[config.mk]
export PLATFORM = sky130hd
export DESIGN_NAME = fp_class_pipe
export DESIGN_NICKNAME = d
export VERILOG_FILES = /design/src/rtl/fp_class_pkg.sv /design/src/rtl/fp_classify_lane.sv /design/src/rtl/fp_class_pipe.sv
export SDC_FILE = /design/constraint.sdc
export NUM_CORES = 1
export LEC_CHECK = 0
export BUFFER_PORTS_ARGS = -buffer_cell sky130_fd_sc_hd__clkbuf_2
export CAP_MARGIN = 25
export CELL_PAD_IN_SITES_DETAIL_PLACEMENT = 1
export CELL_PAD_IN_SITES_GLOBAL_PLACEMENT = 2
export CORE_MARGIN = 3
export CORE_UTILIZATION = 43
export CTS_BUF_LIST = sky130_fd_sc_hd__clkbuf_8
export CTS_CLUSTER_SIZE = 24
export DETAILED_ROUTE_END_ITERATION = 7
export GPL_ROUTABILITY_DRIVEN = 0
export PLACE_DENSITY = 0.89
export RECOVER_POWER = 100
export SLEW_MARGIN = 20
export SYNTH_ARGS = -nofsm -noshare
export SYNTH_HDL_FRONTEND = slang
export SYNTH_HIERARCHICAL = 1
export SYNTH_SLANG_ARGS = --single-unit
[constraint.sdc]
create_clock -name clk -period 16.09 [get_ports clk]
set_input_delay 1.609 -clock clk [delete_from_list [all_inputs] [get_ports clk]]
set_output_delay 1.609 -clock clk [all_outputs]
set_load 0.01 [all_outputs]
[src/rtl/fp_class_pkg.sv]
// ---------------------------------------------------------------------------
// fp_class_pkg
// Shared constants for the bfloat16 operand classifier:
//   - CLS_W and the class codes ZERO/SUB/NORM/INF/QNAN/SNAN (6 and 7 unused)
//   - NUM_CLS, the number of per-class event counters
//   - default bfloat16 field widths (16 total, 8 exponent, 7 fraction)
// ---------------------------------------------------------------------------
package fp_class_pkg;

    localparam int CLS_W   = 3;
    localparam int NUM_CLS = 6;

    localparam logic [CLS_W-1:0] CLS_ZERO = 3'd0;
    localparam logic [CLS_W-1:0] CLS_SUB  = 3'd1;
    localparam logic [CLS_W-1:0] CLS_NORM = 3'd2;
    localparam logic [CLS_W-1:0] CLS_INF  = 3'd3;
    localparam logic [CLS_W-1:0] CLS_QNAN = 3'd4;
    localparam logic [CLS_W-1:0] CLS_SNAN = 3'd5;

    localparam int BF16_DATA_W = 16;
    localparam int BF16_EXP_W  = 8;
    localparam int BF16_FRAC_W = 7;

endpackage : fp_class_pkg

[src/rtl/fp_classify_lane.sv]
// ---------------------------------------------------------------------------
// fp_classify_lane
// Purely combinational classifier for one floating-point operand.
// Ports:
//   op_i    operand to classify
//   ftz_i   flush-to-zero request for this operand
//   cls_o   class code (post flush-to-zero)
//   sign_o  sign bit of the operand (always reported, even for NaN/zero)
//   data_o  operand, with subnormals replaced by signed zero when ftz_i=1
// ---------------------------------------------------------------------------
module fp_classify_lane
    import fp_class_pkg::*;
#(
    parameter int DATA_WIDTH = BF16_DATA_W,
    parameter int EXP_WIDTH  = BF16_EXP_W,
    parameter int FRAC_WIDTH = BF16_FRAC_W
) (
    input  logic [DATA_WIDTH-1:0] op_i,
    input  logic                  ftz_i,
    output logic [CLS_W-1:0]      cls_o,
    output logic                  sign_o,
    output logic [DATA_WIDTH-1:0] data_o
);

    localparam logic [EXP_WIDTH-1:0]  EXP_ZERO  = {EXP_WIDTH{1'b0}};
    localparam logic [EXP_WIDTH-1:0]  EXP_ONES  = {EXP_WIDTH{1'b1}};
    localparam logic [FRAC_WIDTH-1:0] FRAC_ZERO = {FRAC_WIDTH{1'b0}};

    logic [EXP_WIDTH-1:0]  exp_s;
    logic [FRAC_WIDTH-1:0] frac_s;
    logic [CLS_W-1:0]      raw_cls_s;

    assign exp_s  = op_i[DATA_WIDTH-2 -: EXP_WIDTH];
    assign frac_s = op_i[FRAC_WIDTH-1:0];

    // Raw IEEE-style class from exponent/fraction fields (before flush-to-zero).
    function automatic logic [CLS_W-1:0] classify(input logic [EXP_WIDTH-1:0]  e,
                                                  input logic [FRAC_WIDTH-1:0] f);
        logic [CLS_W-1:0] c;
        if (e == EXP_ZERO) begin
            c = (f == FRAC_ZERO) ? CLS_ZERO : CLS_SUB;
        end else if (e == EXP_ONES) begin
            if (f == FRAC_ZERO) begin
                c = CLS_INF;
            end else if (f[FRAC_WIDTH-1]) begin
                c = CLS_QNAN;
            end else begin
                c = CLS_SNAN;
            end
        end else begin
            c = CLS_NORM;
        end
        return c;
    endfunction

    // Classify and apply flush-to-zero; only subnormals are ever rewritten.
    always_comb begin
        raw_cls_s = classify(exp_s, frac_s);
        sign_o    = op_i[DATA_WIDTH-1];
        cls_o     = raw_cls_s;
        data_o    = op_i;
        if (ftz_i && (raw_cls_s == CLS_SUB)) begin
            cls_o  = CLS_ZERO;
            data_o = {op_i[DATA_WIDTH-1], {(DATA_WIDTH-1){1'b0}}};
        end else begin
            cls_o  = raw_cls_s;
            data_o = op_i;
        end
    end

endmodule : fp_classify_lane

[src/rtl/fp_class_pipe.sv]
// ---------------------------------------------------------------------------
// fp_class_pipe
// Two-stage elastic pipeline that classifies LANES packed operands per beat,
// optionally flushes subnormals to zero, and keeps saturating per-class
// event counters updated on every output handshake.
// Ports:
//   clk, rst                 clock, asynchronous active-high reset
//   in_valid/in_ready        input handshake; in_data carries LANES operands
//   ftz                      flush-to-zero request, captured with in_data
//   out_valid/out_ready      output handshake
//   out_data/out_class/out_sign  per-lane operand, class code and sign
//   cnt_clear                synchronous clear of all counters (beats a
//                            simultaneous handshake)
//   cnt_sel/cnt_value        counter read port; codes 6 and 7 read as 0
// ---------------------------------------------------------------------------
module fp_class_pipe
    import fp_class_pkg::*;
#(
    parameter int DATA_WIDTH = BF16_DATA_W,
    parameter int EXP_WIDTH  = BF16_EXP_W,
    parameter int FRAC_WIDTH = BF16_FRAC_W,
    parameter int LANES      = 4,
    parameter int CNT_WIDTH  = 16
) (
    input  logic                        clk,
    input  logic                        rst,
    input  logic                        in_valid,
    output logic                        in_ready,
    input  logic [LANES*DATA_WIDTH-1:0] in_data,
    input  logic                        ftz,
    output logic                        out_valid,
    input  logic                        out_ready,
    output logic [LANES*DATA_WIDTH-1:0] out_data,
    output logic [LANES*CLS_W-1:0]      out_class,
    output logic [LANES-1:0]            out_sign,
    input  logic                        cnt_clear,
    input  logic [2:0]                  cnt_sel,
    output logic [CNT_WIDTH-1:0]        cnt_value
);

    localparam int BEAT_W = LANES * DATA_WIDTH;
    localparam int PC_W   = $clog2(LANES + 1);
    localparam int SUM_W  = ((CNT_WIDTH > PC_W) ? CNT_WIDTH : PC_W) + 1;
    localparam logic [CNT_WIDTH-1:0] CNT_MAX = {CNT_WIDTH{1'b1}};

    // Stage 1: raw operands and captured ftz
    logic              s1_valid_q, s1_valid_d;
    logic [BEAT_W-1:0] s1_data_q,  s1_data_d;
    logic              s1_ftz_q,   s1_ftz_d;

    // Stage 2: classified results (drive the outputs directly)
    logic                   s2_valid_q, s2_valid_d;
    logic [BEAT_W-1:0]      out_data_q,  out_data_d;
    logic [LANES*CLS_W-1:0] out_class_q, out_class_d;
    logic [LANES-1:0]       out_sign_q,  out_sign_d;

    // Counters
    logic [CNT_WIDTH-1:0] cnt_q [NUM_CLS];
    logic [CNT_WIDTH-1:0] cnt_d [NUM_CLS];
    logic [PC_W-1:0]      pc_s  [NUM_CLS];

    // Combinational lane results and handshake terms
    logic [BEAT_W-1:0]      lane_data_s;
    logic [LANES*CLS_W-1:0] lane_class_s;
    logic [LANES-1:0]       lane_sign_s;
    logic                   s1_load_s;
    logic                   s2_load_s;
    logic                   out_fire_s;

    // Adds a lane count to a counter, clamping at all-ones instead of wrapping.
    function automatic logic [CNT_WIDTH-1:0] sat_add(input logic [CNT_WIDTH-1:0] acc,
                                                     input logic [PC_W-1:0]      inc);
        logic [SUM_W-1:0] sum;
        sum = SUM_W'(acc) + SUM_W'(inc);
        if (sum > SUM_W'(CNT_MAX)) begin
            return CNT_MAX;
        end else begin
            return sum[CNT_WIDTH-1:0];
        end
    endfunction

    genvar g;
    generate
        for (g = 0; g < LANES; g++) begin : g_lane
            fp_classify_lane #(
                .DATA_WIDTH (DATA_WIDTH),
                .EXP_WIDTH  (EXP_WIDTH),
                .FRAC_WIDTH (FRAC_WIDTH)
            ) u_lane (
                .op_i   (s1_data_q[g*DATA_WIDTH +: DATA_WIDTH]),
                .ftz_i  (s1_ftz_q),
                .cls_o  (lane_class_s[g*CLS_W +: CLS_W]),
                .sign_o (lane_sign_s[g]),
                .data_o (lane_data_s[g*DATA_WIDTH +: DATA_WIDTH])
            );
        end
    endgenerate

    // S2 advances when empty or drained; S1 advances when empty or S2 takes its beat.
    // in_ready is the S1 load condition so a full pipe refills with no bubble.
    always_comb begin
        s2_load_s  = ~s2_valid_q | out_ready;
        s1_load_s  = ~s1_valid_q | s2_load_s;
        out_fire_s = s2_valid_q & out_ready;
    end

    assign in_ready = s1_load_s;

    // Next-state for stage 1: capture a beat on input handshake, else hold.
    always_comb begin
        s1_valid_d = s1_valid_q;
        s1_data_d  = s1_data_q;
        s1_ftz_d   = s1_ftz_q;
        if (s1_load_s) begin
            s1_valid_d = in_valid;
            if (in_valid) begin
                s1_data_d = in_data;
                s1_ftz_d  = ftz;
            end else begin
                s1_data_d = s1_data_q;
                s1_ftz_d  = s1_ftz_q;
            end
        end else begin
            s1_valid_d = s1_valid_q;
        end
    end

    // Next-state for stage 2: take classified S1 beat when loading, hold when stalled.
    always_comb begin
        s2_valid_d  = s2_valid_q;
        out_data_d  = out_data_q;
        out_class_d = out_class_q;
        out_sign_d  = out_sign_q;
        if (s2_load_s) begin
            s2_valid_d = s1_valid_q;
            if (s1_valid_q) begin
                out_data_d  = lane_data_s;
                out_class_d = lane_class_s;
                out_sign_d  = lane_sign_s;
            end else begin
                out_data_d  = out_data_q;
                out_class_d = out_class_q;
                out_sign_d  = out_sign_q;
            end
        end else begin
            s2_valid_d = s2_valid_q;
        end
    end

    // Pipeline registers; reset empties both stages and zeroes the outputs.
    always_ff @(posedge clk or posedge rst) begin
        if (rst) begin
            s1_valid_q  <= 1'b0;
            s1_data_q   <= {BEAT_W{1'b0}};
            s1_ftz_q    <= 1'b0;
            s2_valid_q  <= 1'b0;
            out_data_q  <= {BEAT_W{1'b0}};
            out_class_q <= {(LANES*CLS_W){1'b0}};
            out_sign_q  <= {LANES{1'b0}};
        end else begin
            s1_valid_q  <= s1_valid_d;
            s1_data_q   <= s1_data_d;
            s1_ftz_q    <= s1_ftz_d;
            s2_valid_q  <= s2_valid_d;
            out_data_q  <= out_data_d;
            out_class_q <= out_class_d;
            out_sign_q  <= out_sign_d;
        end
    end

    // Per-class popcount over the lanes of the beat currently held in S2.
    always_comb begin
        for (int c = 0; c < NUM_CLS; c++) begin
            pc_s[c] = {PC_W{1'b0}};
            for (int l = 0; l < LANES; l++) begin
                if (out_class_q[l*CLS_W +: CLS_W] == CLS_W'(c)) begin
                    pc_s[c] = pc_s[c] + PC_W'(1);
                end else begin
                    pc_s[c] = pc_s[c];
                end
            end
        end
    end

    // Counter next-state: clear has priority over the handshake increment.
    always_comb begin
        for (int c = 0; c < NUM_CLS; c++) begin
            cnt_d[c] = cnt_q[c];
            if (cnt_clear) begin
                cnt_d[c] = {CNT_WIDTH{1'b0}};
            end else if (out_fire_s) begin
                cnt_d[c] = sat_add(cnt_q[c], pc_s[c]);
            end else begin
                cnt_d[c] = cnt_q[c];
            end
        end
    end

    // Counter registers.
    always_ff @(posedge clk or posedge rst) begin
        if (rst) begin
            for (int c = 0; c < NUM_CLS; c++) begin
                cnt_q[c] <= {CNT_WIDTH{1'b0}};
            end
        end else begin
            for (int c = 0; c < NUM_CLS; c++) begin
                cnt_q[c] <= cnt_d[c];
            end
        end
    end

    // Counter read mux; unused class codes read as zero.
    always_comb begin
        cnt_value = {CNT_WIDTH{1'b0}};
        case (cnt_sel)
            3'd0:    cnt_value = cnt_q[0];
            3'd1:    cnt_value = cnt_q[1];
            3'd2:    cnt_value = cnt_q[2];
            3'd3:    cnt_value = cnt_q[3];
            3'd4:    cnt_value = cnt_q[4];
            3'd5:    cnt_value = cnt_q[5];
            default: cnt_value = {CNT_WIDTH{1'b0}};
        endcase
    end

    assign out_valid = s2_valid_q;
    assign out_data  = out_data_q;
    assign out_class = out_class_q;
    assign out_sign  = out_sign_q;

endmodule : fp_class_pipe

* Word-level counts from Yosys, hierarchy flattened
Cells that the tools add are included. Widths: inputs -> output; s select.
Storage, ports and cells: register bits after elaboration 243, latch bits 0, bits in writable memories 0, ROM bits 0, bits of input ports 73, output and inout bits 98, logic and storage cells 172, memories kept 0
Operators by class: $add $sub $neg 24, $mul 0, div/mod/pow operators 0, order comparisons 6, equal/unequal tests 33, shift operators 0, muxes and demuxes 71, bitwise operators 5, reductions and logical operators 20
Operators with widths (number):
- $mux 16 | 18
- $add 16x3->17 | 6
- $gt 17x16->1 const B | 6
- $mux 3 | 34
- $pmux 16 s6 | 1
- $mux 15 | 4
- $add 3x1->3 const B | 18
- $eq 8x8->1 const B | 4
- $logic_not 8->1 | 4
- $eq 3x2->1 const B | 10
- $eq 3x3->1 const B | 10
- $logic_not 7->1 | 4
- $eq 3x1->1 const B | 9
- $logic_not 3->1 | 5
- $mux 1 | 14
- $logic_and 1x1->1 | 4
- $reduce_and 2->1 | 2
- $not 1->1 | 2
- $or 1x1->1 | 2
- $reduce_bool 2->1 | 1
- $and 1x1->1 | 1

* Longest topological paths before layout
depth after elaboration 13, mapped depth 15, depth with buffers taken out 14

* By module
Netlist, hierarchy kept.
By module, submodules not included:
- fp_class_pipe | instances 1, cells each 1127, area an instance 12851.1 µm²
- fp_classify_lane | instances 4, cells each 30, area an instance 210.2 µm²

* Worst setup path before layout
OpenSTA, ideal clock, no wires.
path kind input to output, start input cnt_sel[0], end output cnt_value[10], arrival 2.687 ns, data required time 14.481 ns, setup slack 11.794 ns, stages 5, path buffers 3, cells stage by stage buf_2 buf_2 buf_2 a31oi_1 o221ai_1
On the way: longest elaborated chain between the ends 2, elaborated cells between the ends (all ways) 7
Ends and longest elaborated chain:
- start, declared | RTL line fp_class_pipe.sv:37 | input logic [2:0] cnt_sel,
- $eq 3x3->1 (tied with other cells) | RTL line fp_class_pipe.sv:215 | case (cnt_sel)
- $pmux 16 s6 (*) | RTL line fp_class_pipe.sv:215
- end, declared | RTL line fp_class_pipe.sv:38 | output logic [CNT_WIDTH-1:0] cnt_value
Mark *: on every way between the ends. The rest lies on a longest branch, timed or not.

==> impl_metrics.tcl <==
set metrics [dict create \
    finalMaxSlewViolations 317 \
    synth_nets 1368 \
    num_vias 10800 \
    hpwlAfterDp_microns 28500 \
    first_iter_violations 585 \
    cp.arrival_ns 8.05 \
    status "finished, violations left" \
    max-clock-path-buffers 3 \
    hold_path_class "flip-flop to flip-flop" \
    grt_first_pass_wirelength_microns 65200 \
    start_kind "primary input" \
    crit_start "rst" \
    synthToLayoutAreaGrowth_pct 12.8 \
    finalHoldViolCount 0 \
    final_util_pct 49.8 \
    violations "capacitance limit, slew limit" \
    drv_cap 6 \
    relSlewSlack_pct -262 \
    ys_warn_count 6 \
    wl_per_cell_microns 22.5 \
    htree_levels 2 \
    antenna_found_initial 1 \
    ys_seq_elements 243 \
    port_buffers 170 \
    fmax_ghz 0.134 \
    cts_tree "built" \
    wirelength_microns 40700 \
    cts_buffers 45 \
    start_util_pct 44.2 \
    die_x_microns 184 \
    clk_latency_ns 0.58 \
    row_count 64 \
    rrSetupSlack_ns 11.63 \
    layout_min_cycle_time_ns 7.47 \
    coreArea_sq_mm 0.0310 \
    drc 0 \
    ctsResizeCount 0 \
    gr-usage-all-layers_pct 24.0 \
    die_area_sq_mm 0.0340 \
    dr.pass1.iters 5 \
    timing.rr.end "out_data[36]" \
    finalSetupViolations 0 \
    diodes 0 \
    powerDensity_mw_per_mm2 107 \
    yosysSeqAreaShare_pct 44.4 \
    die_h_microns 184 \
    cp.required_ns 16.67 \
    cts.clk_slew.worst_paths_ns 0.06 \
    drtAntennaViolNets 0 \
    finalHoldWorstSlack_ns 0.502 \
    drive_above_1_share_pct 23.3 \
    avgSynthCellArea_sq_um 11.0 \
    syn_area_sq_mm 0.0137 \
    num_io_pins 171 \
    via_per_inst 5.98 \
    synth.distinct_cells 73 \
    grt_pass1_vias 11400 \
    fin_nets 1495 \
    grt_max_degree 115 \
    holdCritStartpoint "out_data[44]" \
    rr_worst_depth 4 \
    synth_cells 1247 \
    cts_root_buf "clkbuf_8" \
    setup_tns_ns 0 \
    ys_async_sr_fraction_pct 100 \
    overflow 0 \
    clock_sinks 243 \
    crit_fanout 114 \
    post-cts-setup-buffers 0 \
    crit_path_end_kind "async pin" \
    power_mw 1.65 \
    regToRegStartpoint "out_valid" \
    ir_drop_v 0.0000827 \
    worstSetupEndpoint "s1_data_q[24]" \
    critPathKind "primary input to async pin" \
    synth_edf_count 0 \
    worstMarginPinSlew_ns 5.40 \
    ctsHoldBuffers 0 \
    rsz0062_at_grt "no" \
    synth_top_flop_cell "dfrtp_1" \
    period_share_pct 46.4 \
    fin_skew_ns 0.0170 \
    p_leak_nw 6.48 \
]
-- cells by family after synthesis --
| kind of cell | Yosys count | share of synthesized area (%) |
|---|---|---|
| buffers and inverters | 127 | 4.03 |
| flip-flops | 243 | 44.4 |
| AO/OA/AOI/OAI | 260 | 14.1 |
| XOR/XNOR | 24 | 1.54 |
| adder cells (fa/ha/maj) | 48 | 4.72 |
| AND/OR/NAND/NOR | 359 | 15.7 |
| multiplexers | 186 | 15.5 |
-- cell usage in the layout (no fill, tap or decap), drive strengths merged, types with 7 or more instances in the layout --
| cell | count |
|---|---|
| a311oi | 32 |
| ha | 42 |
| xor2 | 10 |
| a21oi | 54 |
| a31oi | 30 |
| clkbuf | 236 |
| and2 | 40 |
| a211oi | 50 |
| a41oi | 10 |
| mux2 | 157 |
| nand2 | 43 |
| dfrtp | 243 |
| nor4 | 23 |
| inv | 42 |
| nor3 | 36 |
| o211ai | 8 |
| nand3b | 7 |
| a21boi | 15 |
| nand3 | 24 |
| and4 | 11 |
| mux2i | 24 |
| nor3b | 8 |
| o22ai | 9 |
| and3 | 26 |
| xnor2 | 14 |
| o221ai | 8 |
| nand4 | 18 |
| nor2 | 84 |
| or3 | 7 |
-- sequential cells by signal, indices dropped and copies added, names as in the netlist --
| signal | flops |
|---|---|
| s1_valid_q | 1 |
| s1_ftz_q | 1 |
| s1_data_q | 64 |
| out_valid | 1 |
| out_data | 64 |
| out_sign | 4 |
| cnt_q | 96 |
| out_class | 12 |
-- metrics by stage --
stage / setup WS [ns] / std cells / cell area [sq um]
2_1_floorplan: 7.81 / 1247 / 13700
3_3_place_gp: 11.10 / 1720 / 14700
3_5_place_dp: 11.32 / 1723 / 14700
4_1_cts: 11.32 / 1806 / 15700
5_1_grt: 7.33 / 1806 / 15400
6_report: 8.62 / 1806 / 15400
-- power by group --
group / internal [mW] / switching, mW
combinational: 0.116 / 0.138
sequential: 0.687 / 0.0663
clock: 0.361 / 0.280
-- critical path: stages --
cell	delay (ns)
clkbuf_1	0.08
clkinvlp_2	2.95
clkbuf_1	2.29
buf_4	0.98
-- cell usage after synthesis, types with 24 or more instances --
cell      count  area [sq um]
a31oi_1      30           188
a211oi_1     50           375
buf_2        28           140
dfrtp_1     243          6080
nand2_1      40           150
clkbuf_1     56           210
and3_1       26           163
inv_1        28           105
nor3_1       30           150
nor2_1       83           312
a21oi_1      53           265
mux2_2      157          1770
mux2i_1      24           240
a311oi_1     32           280
ha_1         42           526
and2_1       40           250
-- layout make-up --
type,instances,area [sq um]
fill,3433,15500
multi-input combinational,877,6990
sequential,243,6080
clock buffer,62,853
timing repair buffer,179,776
tap,396,495
clock inverter,21,139
inverter,28,106
-- worst min-delay path by stage --
| stage | end | slack (ns) | depth (start not counted) |
|---|---|---|---|
| after floorplan | out_valid | 0.46 | 1 |
| after global placement | out_data[6] | 0.49 | 1 |
| after detailed placement | out_data[44] | 0.49 | 1 |
| after CTS | out_data[44] | 0.51 | 1 |
| after global routing | out_data[44] | 0.52 | 1 |
| final | out_data[44] | 0.50 | 1 |
-- routing by layer --
metal	track usage, %	vias to the layer above	routed length, microns
met2	38.3	317	18900
li1	-	4944	-
met1	31.0	5466	17100
met4	7.56	0	1260
met5	0	-	0
met3	8.29	79	3470
Power figures use the tool's default switching activity.
